File: config.mk
export PLATFORM = sky130hd
export DESIGN_NAME = heartbeat_requester_multi_flat
export DESIGN_NICKNAME = d
export VERILOG_FILES = /design/src/rtl/heartbeat_requester_multi_if.sv /design/src/rtl/heartbeat_requester_multi.sv /design/src/flat_wrapper.sv
export SDC_FILE = /design/constraint.sdc
export NUM_CORES = 1
export LEC_CHECK = 0
export BUFFER_PORTS_ARGS = -buffer_cell sky130_fd_sc_hd__buf_2
export CAP_MARGIN = 5
export CORE_ASPECT_RATIO = 1.5
export CORE_MARGIN = 10
export CORE_UTILIZATION = 57
export CTS_BUF_LIST = sky130_fd_sc_hd__clkbuf_2 sky130_fd_sc_hd__clkbuf_4 sky130_fd_sc_hd__clkbuf_8
export DETAILED_ROUTE_END_ITERATION = 12
export GPL_ROUTABILITY_DRIVEN = 1
export MAX_ROUTING_LAYER = met4
export PLACE_DENSITY_LB_ADDON = 0.12
export SETUP_SLACK_MARGIN = 0.15
export SYNTH_ARGS = -nofsm -noshare
export SYNTH_HDL_FRONTEND = slang
export SYNTH_SLANG_ARGS = --single-unit
File: constraint.sdc
create_clock -name clk -period 2.9 [get_ports clk]
set_input_delay 0 -clock clk [delete_from_list [all_inputs] [get_ports clk]]
set_output_delay 0 -clock clk [all_outputs]
set_load 0.02 [all_outputs]
File: src/rtl/heartbeat_requester_multi_if.sv
// heartbeat_requester_multi_if: request (valid/ready) and ack port bundle of the multi-channel heartbeat requester
interface heartbeat_requester_multi_if #(
  parameter int NUM_CHANNELS  = 4,
  parameter int NODE_ID_WIDTH = 8
);
  localparam int CW = NUM_CHANNELS > 1 ? $clog2(NUM_CHANNELS) : 1;
  logic                     req_valid;
  logic                     req_ready;
  logic [CW-1:0]            req_channel;
  logic [NODE_ID_WIDTH-1:0] req_dst_id;
  logic [NODE_ID_WIDTH-1:0] req_src_id;
  logic                     ack_valid;
  logic [CW-1:0]            ack_channel;
  modport master (
    output req_valid, req_channel, req_dst_id, req_src_id,
    input  req_ready, ack_valid, ack_channel
  );
  modport slave (
    input  req_valid, req_channel, req_dst_id, req_src_id,
    output req_ready, ack_valid, ack_channel
  );
endinterface

File: src/rtl/heartbeat_requester_multi.sv
// heartbeat_requester_multi: periodic heartbeat requests to several neighbours with per-channel ack timeout, alive flag and miss counter
module heartbeat_requester_multi #(
  parameter int NUM_CHANNELS   = 4,
  parameter int NODE_ID_WIDTH  = 8,
  parameter int PERIOD_CYCLES  = 1000,
  parameter int TIMEOUT_CYCLES = 200,
  parameter int MAX_MISSES     = 3
) (
  input  logic                                            clk,
  input  logic                                            rst,
  input  logic                                            enable,
  input  logic [NODE_ID_WIDTH-1:0]                        self_node_id,
  input  logic [NUM_CHANNELS*NODE_ID_WIDTH-1:0]           neighbor_id,
  input  logic [NUM_CHANNELS-1:0]                         channel_en,
  heartbeat_requester_multi_if.master                     bus,
  output logic [NUM_CHANNELS-1:0]                         alive,
  output logic [NUM_CHANNELS*$clog2(MAX_MISSES+1)-1:0]    miss_count,
  output logic [NUM_CHANNELS-1:0]                         overrun
);
  localparam int CW = NUM_CHANNELS > 1 ? $clog2(NUM_CHANNELS) : 1;
  localparam int MW = $clog2(MAX_MISSES+1);
  localparam int PW = $clog2(PERIOD_CYCLES);
  localparam int TW = TIMEOUT_CYCLES > 1 ? $clog2(TIMEOUT_CYCLES) : 1;

  typedef enum logic [1:0] {S_IDLE, S_PEND, S_WAIT} st_t;

  st_t                            st_q [NUM_CHANNELS];
  st_t                            st_d [NUM_CHANNELS];
  logic [TW-1:0]                  tc_q [NUM_CHANNELS];
  logic [TW-1:0]                  tc_d [NUM_CHANNELS];
  logic [NUM_CHANNELS-1:0][MW-1:0] miss_q, miss_d;
  logic [NUM_CHANNELS-1:0]        alive_q, alive_d, ovr_q, ovr_d;
  logic [NUM_CHANNELS-1:0]        pres, ackh, cand;
  logic [PW-1:0]                  cnt_q, cnt_d;
  logic                           vld_q, vld_d;
  logic [CW-1:0]                  ch_q, ch_d, ptr_q, ptr_d, gnt;
  logic [NODE_ID_WIDTH-1:0]       dst_q, dst_d, src_q, src_d;
  logic                           tick, hs, found;

  assign tick  = enable && cnt_q == PW'(PERIOD_CYCLES-1);
  assign hs    = vld_q && bus.req_ready;
  assign cnt_d = tick ? '0 : enable ? cnt_q + PW'(1) : cnt_q;

  for (genvar g = 0; g < NUM_CHANNELS; g++) begin : g_ch
    assign pres[g] = vld_q && ch_q == CW'(g);
    assign ackh[g] = bus.ack_valid && bus.ack_channel == CW'(g);
    assign cand[g] = st_q[g] == S_PEND && channel_en[g] && !pres[g];
  end

  always_comb begin
    for (int i = 0; i < NUM_CHANNELS; i++) begin
      st_d[i]    = st_q[i];
      tc_d[i]    = tc_q[i];
      miss_d[i]  = miss_q[i];
      alive_d[i] = alive_q[i];
      ovr_d[i]   = ovr_q[i];
      if (!channel_en[i]) begin
        // a presented request stays on the bus until taken, then the channel parks
        st_d[i]    = pres[i] && !hs ? S_PEND : S_IDLE;
        miss_d[i]  = '0;
        alive_d[i] = 1'b0;
        ovr_d[i]   = 1'b0;
      end else begin
        ovr_d[i] = ovr_q[i] || (tick && st_q[i] != S_IDLE);
        if (st_q[i] == S_IDLE && tick)
          st_d[i] = S_PEND;
        else if (st_q[i] == S_PEND && pres[i] && hs) begin
          st_d[i] = S_WAIT;
          tc_d[i] = '0;
        end else if (st_q[i] == S_WAIT && ackh[i]) begin
          st_d[i]    = S_IDLE;
          miss_d[i]  = '0;
          alive_d[i] = 1'b1;
        end else if (st_q[i] == S_WAIT && tc_q[i] == TW'(TIMEOUT_CYCLES-1)) begin
          st_d[i]    = S_IDLE;
          miss_d[i]  = miss_q[i] + MW'(miss_q[i] != MW'(MAX_MISSES));
          alive_d[i] = alive_q[i] && miss_d[i] != MW'(MAX_MISSES);
        end else if (st_q[i] == S_WAIT)
          tc_d[i] = tc_q[i] + TW'(1);
      end
    end
  end

  always_comb begin
    found = 1'b0;
    gnt   = '0;
    for (int k = 0; k < NUM_CHANNELS; k++) begin
      if (!found && cand[(int'(ptr_q) + k) % NUM_CHANNELS]) begin
        found = 1'b1;
        gnt   = CW'((int'(ptr_q) + k) % NUM_CHANNELS);
      end
    end
    vld_d = vld_q;
    ch_d  = ch_q;
    dst_d = dst_q;
    src_d = src_q;
    ptr_d = ptr_q;
    if (!vld_q || hs) begin
      vld_d = found;
      ch_d  = found ? gnt : ch_q;
      dst_d = found ? neighbor_id[int'(gnt)*NODE_ID_WIDTH +: NODE_ID_WIDTH] : dst_q;
      src_d = found ? self_node_id : src_q;
      ptr_d = found ? CW'((int'(gnt) + 1) % NUM_CHANNELS) : ptr_q;
    end
  end

  always_ff @(posedge clk or posedge rst) begin
    if (rst) begin
      for (int i = 0; i < NUM_CHANNELS; i++) begin
        st_q[i] <= S_IDLE;
        tc_q[i] <= '0;
      end
      miss_q  <= '0;
      alive_q <= '0;
      ovr_q   <= '0;
      cnt_q   <= '0;
      vld_q   <= 1'b0;
      ch_q    <= '0;
      dst_q   <= '0;
      src_q   <= '0;
      ptr_q   <= '0;
    end else begin
      for (int i = 0; i < NUM_CHANNELS; i++) begin
        st_q[i] <= st_d[i];
        tc_q[i] <= tc_d[i];
      end
      miss_q  <= miss_d;
      alive_q <= alive_d;
      ovr_q   <= ovr_d;
      cnt_q   <= cnt_d;
      vld_q   <= vld_d;
      ch_q    <= ch_d;
      dst_q   <= dst_d;
      src_q   <= src_d;
      ptr_q   <= ptr_d;
    end
  end

  assign bus.req_valid   = vld_q;
  assign bus.req_channel = ch_q;
  assign bus.req_dst_id  = dst_q;
  assign bus.req_src_id  = src_q;
  assign alive           = alive_q;
  assign miss_count      = miss_q;
  assign overrun         = ovr_q;
endmodule

File: src/flat_wrapper.sv
// flat-port wrapper written by rule: the top's interface ports become plain ports
module heartbeat_requester_multi_flat 
#(
  parameter int NUM_CHANNELS   = 4,
  parameter int NODE_ID_WIDTH  = 8,
  parameter int PERIOD_CYCLES  = 1000,
  parameter int TIMEOUT_CYCLES = 200,
  parameter int MAX_MISSES     = 3
)
  (clk, rst, enable, self_node_id, neighbor_id, channel_en, alive, miss_count, overrun, bus_req_valid, bus_req_channel, bus_req_dst_id, bus_req_src_id, bus_req_ready, bus_ack_valid, bus_ack_channel);
  heartbeat_requester_multi_if #(.NUM_CHANNELS(NUM_CHANNELS), .NODE_ID_WIDTH(NODE_ID_WIDTH)) bus_i ();
  input  logic clk;
  input  logic rst;
  input  logic enable;
  input  logic [NODE_ID_WIDTH-1:0] self_node_id;
  input  logic [NUM_CHANNELS*NODE_ID_WIDTH-1:0] neighbor_id;
  input  logic [NUM_CHANNELS-1:0] channel_en;
  output logic [NUM_CHANNELS-1:0] alive;
  output logic [NUM_CHANNELS*$clog2(MAX_MISSES+1)-1:0] miss_count;
  output logic [NUM_CHANNELS-1:0] overrun;
  output wire logic [$bits(bus_i.req_valid)-1:0] bus_req_valid;
  output wire logic [$bits(bus_i.req_channel)-1:0] bus_req_channel;
  output wire logic [$bits(bus_i.req_dst_id)-1:0] bus_req_dst_id;
  output wire logic [$bits(bus_i.req_src_id)-1:0] bus_req_src_id;
  input wire logic [$bits(bus_i.req_ready)-1:0] bus_req_ready;
  input wire logic [$bits(bus_i.ack_valid)-1:0] bus_ack_valid;
  input wire logic [$bits(bus_i.ack_channel)-1:0] bus_ack_channel;
  assign bus_req_valid = bus_i.req_valid;
  assign bus_req_channel = bus_i.req_channel;
  assign bus_req_dst_id = bus_i.req_dst_id;
  assign bus_req_src_id = bus_i.req_src_id;
  assign bus_i.req_ready = bus_req_ready;
  assign bus_i.ack_valid = bus_ack_valid;
  assign bus_i.ack_channel = bus_ack_channel;
  heartbeat_requester_multi #(.NUM_CHANNELS(NUM_CHANNELS), .NODE_ID_WIDTH(NODE_ID_WIDTH), .PERIOD_CYCLES(PERIOD_CYCLES), .TIMEOUT_CYCLES(TIMEOUT_CYCLES), .MAX_MISSES(MAX_MISSES)) u_core (.clk(clk), .rst(rst), .enable(enable), .self_node_id(self_node_id), .neighbor_id(neighbor_id), .channel_en(channel_en), .bus(bus_i), .alive(alive), .miss_count(miss_count), .overrun(overrun));
endmodule
==> results of run 1 <==
final cells by class:
class / instances / area, sq um
Timing Repair Buffer: 139 / 968.4
Fill cell: 574 / 1946
Inverter: 13 / 50.05
Tap cell: 102 / 127.6
Sequential cell: 87 / 2177
Multi-Input combinational cell: 343 / 2202
Clock buffer: 13 / 160.2
Clock inverter: 1 / 30.03
Yosys cell counts, drive strengths merged (9+ instances only):
master / count / area (sq um)
a21oi: 12 / 60.06
dfrtp: 87 / 2177
inv: 13 / 48.80
mux2: 12 / 135.1
mux2i: 18 / 180.2
nand2: 44 / 165.2
nand2b: 11 / 68.82
nand3: 14 / 70.07
nand4: 9 / 56.30
nor2: 58 / 217.7
nor3: 15 / 75.07
o21ai: 23 / 115.1
xnor2: 17 / 148.9
xor2: 11 / 96.34
critical path, cell delays in order (launching register included):
cell	delay (ps)
dfrtp_1	460
and3_1	250
nor3b_1	390
nor2b_1	150
a32o_1	430
nand2b_1	380
o221ai_1	350
power by group through the flow:
stage	combinational, mW	clock (mW)	sequential, mW
floorplan	0.609	0	1.85
global placement	1.04	0	1.72
finish	1.15	0.848	1.74
detailed placement	1.06	0	1.74
global route	1.27	0.906	1.78
CTS	1.12	0.857	1.72
per-layer routing:
metal	global-route usage [%]	up-vias	share of wire [%]
met5	-	-	0
met4	8.470	0	2.1
met3	5.180	22	6.5
met2	35.75	131	51
met1	24.40	1922	40
li1	-	1897	-
through the flow:
step | hold slack, ps | cells
2_1_floorplan | 89.28 | 455
3_3_place_gp | 122.2 | 634
3_5_place_dp | 132.6 | 634
4_1_cts | 54.64 | 698
5_1_grt | 65.80 | 698
6_report | 45.64 | 698
what timing repair did:
item / 4_1_cts / 5_1_grt
gates resized for setup: 0 / 1
hold buffers: 50 / 0
setup endpoints to repair: 0 / 8
hold endpoints to repair: 72 / 0
cell families (layout without fill, tap and decap cells):
family | Yosys count | count (layout)
multiplexers | 30 | 30
AO/OA/AOI/OAI | 75 | 75
AND/OR/NAND/NOR | 205 | 205
flip-flops | 87 | 87
XOR/XNOR | 28 | 28
buffers and inverters | 25 | 166
adder cells (fa/ha/maj) | 5 | 5
path summary, 6_finish.rpt:
path	startpoint	endpoint	slack [ps]
worst max-delay path	u_core.bus.req_channel[0]$_DFFE_PP0P_	u_core.bus.req_dst_id[3]$_DFFE_PP0P_	380
worst min-delay path	bus_ack_valid	u_core.alive[3]$_DFFE_PP0P_	50
worst max register to register	u_core.bus.req_channel[0]$_DFFE_PP0P_	u_core.bus.req_dst_id[3]$_DFFE_PP0P_	380
worst min register to register	u_core.overrun[2]$_DFF_PP0_	u_core.overrun[2]$_DFF_PP0_	490
max in group asynchronous	rst	u_core.bus.req_dst_id[5]$_DFFE_PP0P_	1960
min in group asynchronous	rst	u_core.alive[1]$_DFFE_PP0P_	260
sequential cells by signal (all words and copies together) (netlist names):
register / flops
u_core.tc_q: 32
u_core.cnt_q: 10
u_core.bus.req_dst_id: 8
u_core.bus.req_src_id: 8
u_core.miss_count: 8
u_core.st_q: 8
u_core.alive: 4
u_core.overrun: 4
u_core.bus.req_channel: 2
u_core.ptr_q: 2
u_core.bus.req_valid: 1
==> reports/metrics.yaml, run 1 <==
tritoncts: "built"
initial_core_util_pct: 58.63
wirelength_um: 12010
switching_share_pct: 35.32
required_ps: 3160
clock.fmax_ghz: 0.3976
antenna_left: 0
leakage_nw: 2.729
status: "finished clean"
postLayoutCoreUtil_pct: 74.60
worst_slew_pin_slew_ps: 716.7
area_delta_synth_final_pct: 27.24
p_clk_share_pct: 22.7
powerDensity_nw_per_um2: 654.5
synth-async-reset-ratio_pct: 100.0
synth_xor_area_share_pct: 5.460
placed_area_sq_um: 5024
syn-num-nets: 511
comb_power_share_pct: 30.8
drive_gt1_share_pct: 20.81
antennaDiodeCount: 0
reg2regPathDepth: 6
core_sq_um: 7661
synth-main-ff-cell: "dfrtp_1"
final_cell_mix: "87 x dfrtp_1, 85 x buf_2, 58 x nor2_1, 50 x dlygate4sd3_1, 44 x nand2_1"
drt-initial-drc-count: 217
synth_mux_area_share_pct: 7.019
synth_compound_area_share_pct: 11.42
vias: 3972
syn_area_per_cell_sq_um: 9.872
pin_count: 86
internal_power_mw: 2.420
start_kind: "register"
dp_hpwl_um: 7561
worstHoldPathCells: 3
fin_area_sq_um: 5715
grt_start_max_net_pins: 49
slew_headroom_pct: 52.22
dr.pass1.iters: 5
critPathMaxFanout: 11
p_sw_mw: 1.321
setup_viol: 0
final-max-slew-violation-count: 0
synth_cells: 455
holdCritPathClass: "in2reg"
crit_type: "reg2reg"
antenna_found_initial: 0
synth_edf_count: 0
nets: 649
die_x_um: 92.48
rsz0062_at_grt: "no"
post_cts_buffers: 0
dp_slack_ps: 313.3
fin_setup_tns_ps: 0
cts_buffers: 9
synth_cell_type_count: 57
root_buffer: "clkbuf_8"
synth_seq_cells: 87
cap_violations: 0
wire_per_inst_um: 17.20
num_rows: 39
synthAdderAreaFrac_pct: 1.393
dieArea_sq_um: 11900
grt_pass1_wl_um: 20060
gr-total-overflow: 0
clk_latency_ps: 370
clk_pin_slew_ps: 80
cp_data_arrival_time_ps: 2780
peakVddDrop_v: 0.0005835
hold_viol_final: 0
drc_errors: 0
pwr-share-seq_pct: 46.6
io_buffers: 85
grt_pass1_vias: 4155
min_period_ps: 2515
cp-end-kind: "register"
synthSimpleGateAreaFrac_pct: 23.70
ys_warn_count: 0
viasPerCell: 5.691
finalPower_mw: 3.741
cts_sinks: 87
final_common_cell: "dfrtp_1"
seq_area_frac_synth_pct: 48.47
gp_congestion: 0.8463
synth_top_family_by_area: "simple AND/OR/NAND/NOR gates"
grt_use_total_pct: 21.49
setup_ws_ps: 384.7
clk_path_buf_depth: 2
die_h_um: 128.7
finClkSkew_ps: 5.506
h-tree-depth: 3
syn_area_sq_um: 4492
fin_crit_sh_pct: 86.73
No activity file was read; power rests on OpenSTA's default activity.
==> run 2: changes to the inputs <==
PLACE_DENSITY = 0.93   (was not set)
PLACE_DENSITY_LB_ADDON = not set   (was 0.12)
==> run 2 against run 1 <==
- the run now ends with hold timing left
- global-route usage grew 2.9 points
- highest routed layer unchanged
- non-clock buffer count decreased by 3
- fmax is 3.3% higher
- clock power is 18% lower
- worst setup slack gained 80 ps
==> reports/metrics.yaml, run 2 (same netlist as run 1, synthesis figures left out) <==
status: "complete, but fails checks"  # was finished clean
violations: "hold timing"
drc_errors: 0  # unchanged
min_to: "u_core.bus.req_dst_id[2]$_DFFE_PP0P_"  # was u_core.alive[3]$_DFFE_PP0P_
grt_pass1_wl_um: 22340  # was 20060 um
peakVddDrop_v: 0.0005362  # was 0.0005835 V
gp_congestion: 0.8942  # was 0.8463
cp_data_arrival_time_ps: 2660  # was 2780 ps
critPathMaxFanout: 19  # was 11
tritoncts: "built"  # unchanged
worst_slew_pin_slew_ps: 729.2  # was 716.7 ps
nets: 646  # was 649
final-max-slew-violation-count: 0  # unchanged
worstHoldPathCells: 3  # unchanged
leakage_nw: 2.682  # was 2.729 nW
antenna_found_initial: 0  # unchanged
wirelength_um: 13790  # was 12010 um
num_rows: 39  # unchanged
vias: 4226  # was 3972
antenna_left: 0  # unchanged
h-tree-depth: 3  # unchanged
final_cell_mix: "87 x dfrtp_1, 85 x buf_2, 58 x nor2_1, 46 x dlygate4sd3_1, 44 x nand2_1"  # was 87 x dfrtp_1, 85 x buf_2, 58 x nor2_1, 50 x dlygate4sd3_1, 44 x nand2_1
clk_latency_ps: 380  # was 370 ps
drt-initial-drc-count: 325  # was 217
grt_pass1_vias: 4498  # was 4155
grt_use_total_pct: 24.36  # was 21.49%
top_regs: "u_core.tc_q: 32 flops, u_core.cnt_q: 10 flops"  # unchanged
crit_type: "reg2reg"  # unchanged
rsz0062_at_grt: "no"  # unchanged
required_ps: 3120  # was 3160 ps
antennaDiodeCount: 0  # unchanged
hold_ws_ps: -11.05  # was 45.64 ps
hold_viol_final: 2  # was 0
slew_headroom_pct: 50.94  # was 52.22%
holdCritPathClass: "in2reg"  # unchanged
cts_buffers: 9  # unchanged
start_kind: "register"  # unchanged
finClkSkew_ps: 10.20  # was 5.506 ps
critical_path.startpoint: "u_core.bus.req_valid$_DFFE_PP0P_"  # was u_core.bus.req_channel[0]$_DFFE_PP0P_
initial_core_util_pct: 58.63  # unchanged
dp_hpwl_um: 8323  # was 7561 um
slowest_stage: "or4_1"  # was dfrtp_1
min_period_ps: 2435  # was 2515 ps
powerDensity_nw_per_um2: 646.6  # was 654.5 nW/um^2
cp-end-kind: "register"  # unchanged
r2r_slack_ps: 460  # was 380 ps
cts_sinks: 87  # unchanged
area_delta_synth_final_pct: 24.93  # was 27.24%
cap_violations: 0  # unchanged
die_x_um: 92.48  # unchanged
core_sq_um: 7661  # unchanged
viasPerCell: 6.116  # was 5.691
dr.pass1.iters: 5  # unchanged
final_common_cell: "dfrtp_1"  # unchanged
timing.rr.end: "u_core.bus.req_dst_id[7]$_DFFE_PP0P_"  # was u_core.bus.req_dst_id[3]$_DFFE_PP0P_
clk_path_buf_depth: 2  # unchanged
largest_reg_flops: 32  # unchanged
reg2regPathDepth: 6  # unchanged
gr-total-overflow: 0  # unchanged
max_stage_delay_ps: 550  # was 460 ps
die_h_um: 128.7  # unchanged
min_from: "neighbor_id[10]"  # was bus_ack_valid
root_buffer: "clkbuf_8"  # unchanged
io_buffers: 85  # unchanged
fill_cells: 507  # was 574
grt_start_max_net_pins: 40  # was 49
clk_pin_slew_ps: 70  # was 80 ps
pin_count: 86  # unchanged
setup_viol: 0  # unchanged
drive_gt1_share_pct: 20.54  # was 20.81%
finalPower_mw: 3.629  # was 3.741 mW
fin_setup_tns_ps: 0  # unchanged
dieArea_sq_um: 11900  # unchanged
fin_crit_sh_pct: 83.97  # was 86.73%
crit_chain: "nor3b_1, or4_1, a21oi_1, a211o_2, mux2i_1, o221ai_1"  # was and3_1, nor3b_1, nor2b_1, a32o_1, nand2b_1, o221ai_1
clock.fmax_ghz: 0.4107  # was 0.3976 GHz
r2r-start: "u_core.bus.req_valid$_DFFE_PP0P_"  # was u_core.bus.req_channel[0]$_DFFE_PP0P_
wire_per_inst_um: 19.96  # was 17.20 um
top_register: "u_core.tc_q"  # unchanged
[run 2: changes by cell type in the layout (fill, tap and decap cells not counted)]
cell           previous run  this run
buf_12                    1         0
buf_4                     3         5
bufinv_16                 1         0
clkbuf_4                  3         1
clkbuf_8                 10         9
dlygate4sd3_1            50        46
[run 2: metrics by stage]
stage,std cells,hold slack (ps),cell area [sq um],utilization [%],setup WS (ps)
final,691,-11.05,5612,73.25,465.0
after global routing,691,12.96,5612,73.25,293.4
after CTS,690,9.413,5600,73.10,300.6
after detailed placement,635,117.5,5019,65.51,308.5
after global placement,635,107.2,5019,65.51,470.5
after floorplan,455,89.28,4492,-,649.8
[run 2: worst max path at each step]
stage,to,slack [ps],cells after the start
finish,u_core.bus.req_dst_id[7]$_DFFE_PP0P_,460,6
global placement,u_core.bus.req_dst_id[2]$_DFFE_PP0P_,470,6
CTS,u_core.bus.req_dst_id[3]$_DFFE_PP0P_,300,6
detailed placement,u_core.bus.req_dst_id[3]$_DFFE_PP0P_,310,6
floorplan,u_core.alive[0]$_DFFE_PP0P_,650,1
global route,u_core.st_q[4]$_DFFE_PP0P_,290,7
[run 2: metal layers]
layer	vias to the layer above	part of all wire (%)	track usage (%)
li1	1883	-	-
met1	2058	36	24.30
met2	231	52	41.83
met3	54	7.3	7.218
met4	0	4.0	13.11
met5	-	0	-
[run 2: power breakdown]
group	switching (mW)	internal, mW
registers	0.271	1.48
clock network	0.406	0.293
logic	0.682	0.497
[run 2: what timing repair did]
| item | in CTS | in global routing |
|---|---|---|
| hold buffers | 45 | 1 |
| hold endpoints to repair | 70 | 1 |
| gates resized for setup | 0 | 1 |
| buffers inserted | 0 | 0 |
| setup endpoints to repair | 0 | 9 |
[run 2: cell type report]
class	instances	area (sq um)	share of cell area, %
Tap cell	102	127.6	2.274
Multi-Input combinational cell	343	2202	39.24
Inverter	13	50.05	0.8919
Timing Repair Buffer	136	923.4	16.45
Sequential cell	87	2177	38.80
Clock buffer	10	131.4	2.341
[run 2: worst max-delay path, delay by kind of cell (launching register included)]
kind | cells | cell delay, ps
AOI/OAI and AO/OA | 3 | 780
DFF | 1 | 460
muxes | 1 | 290
and+or+nand+nor | 2 | 750
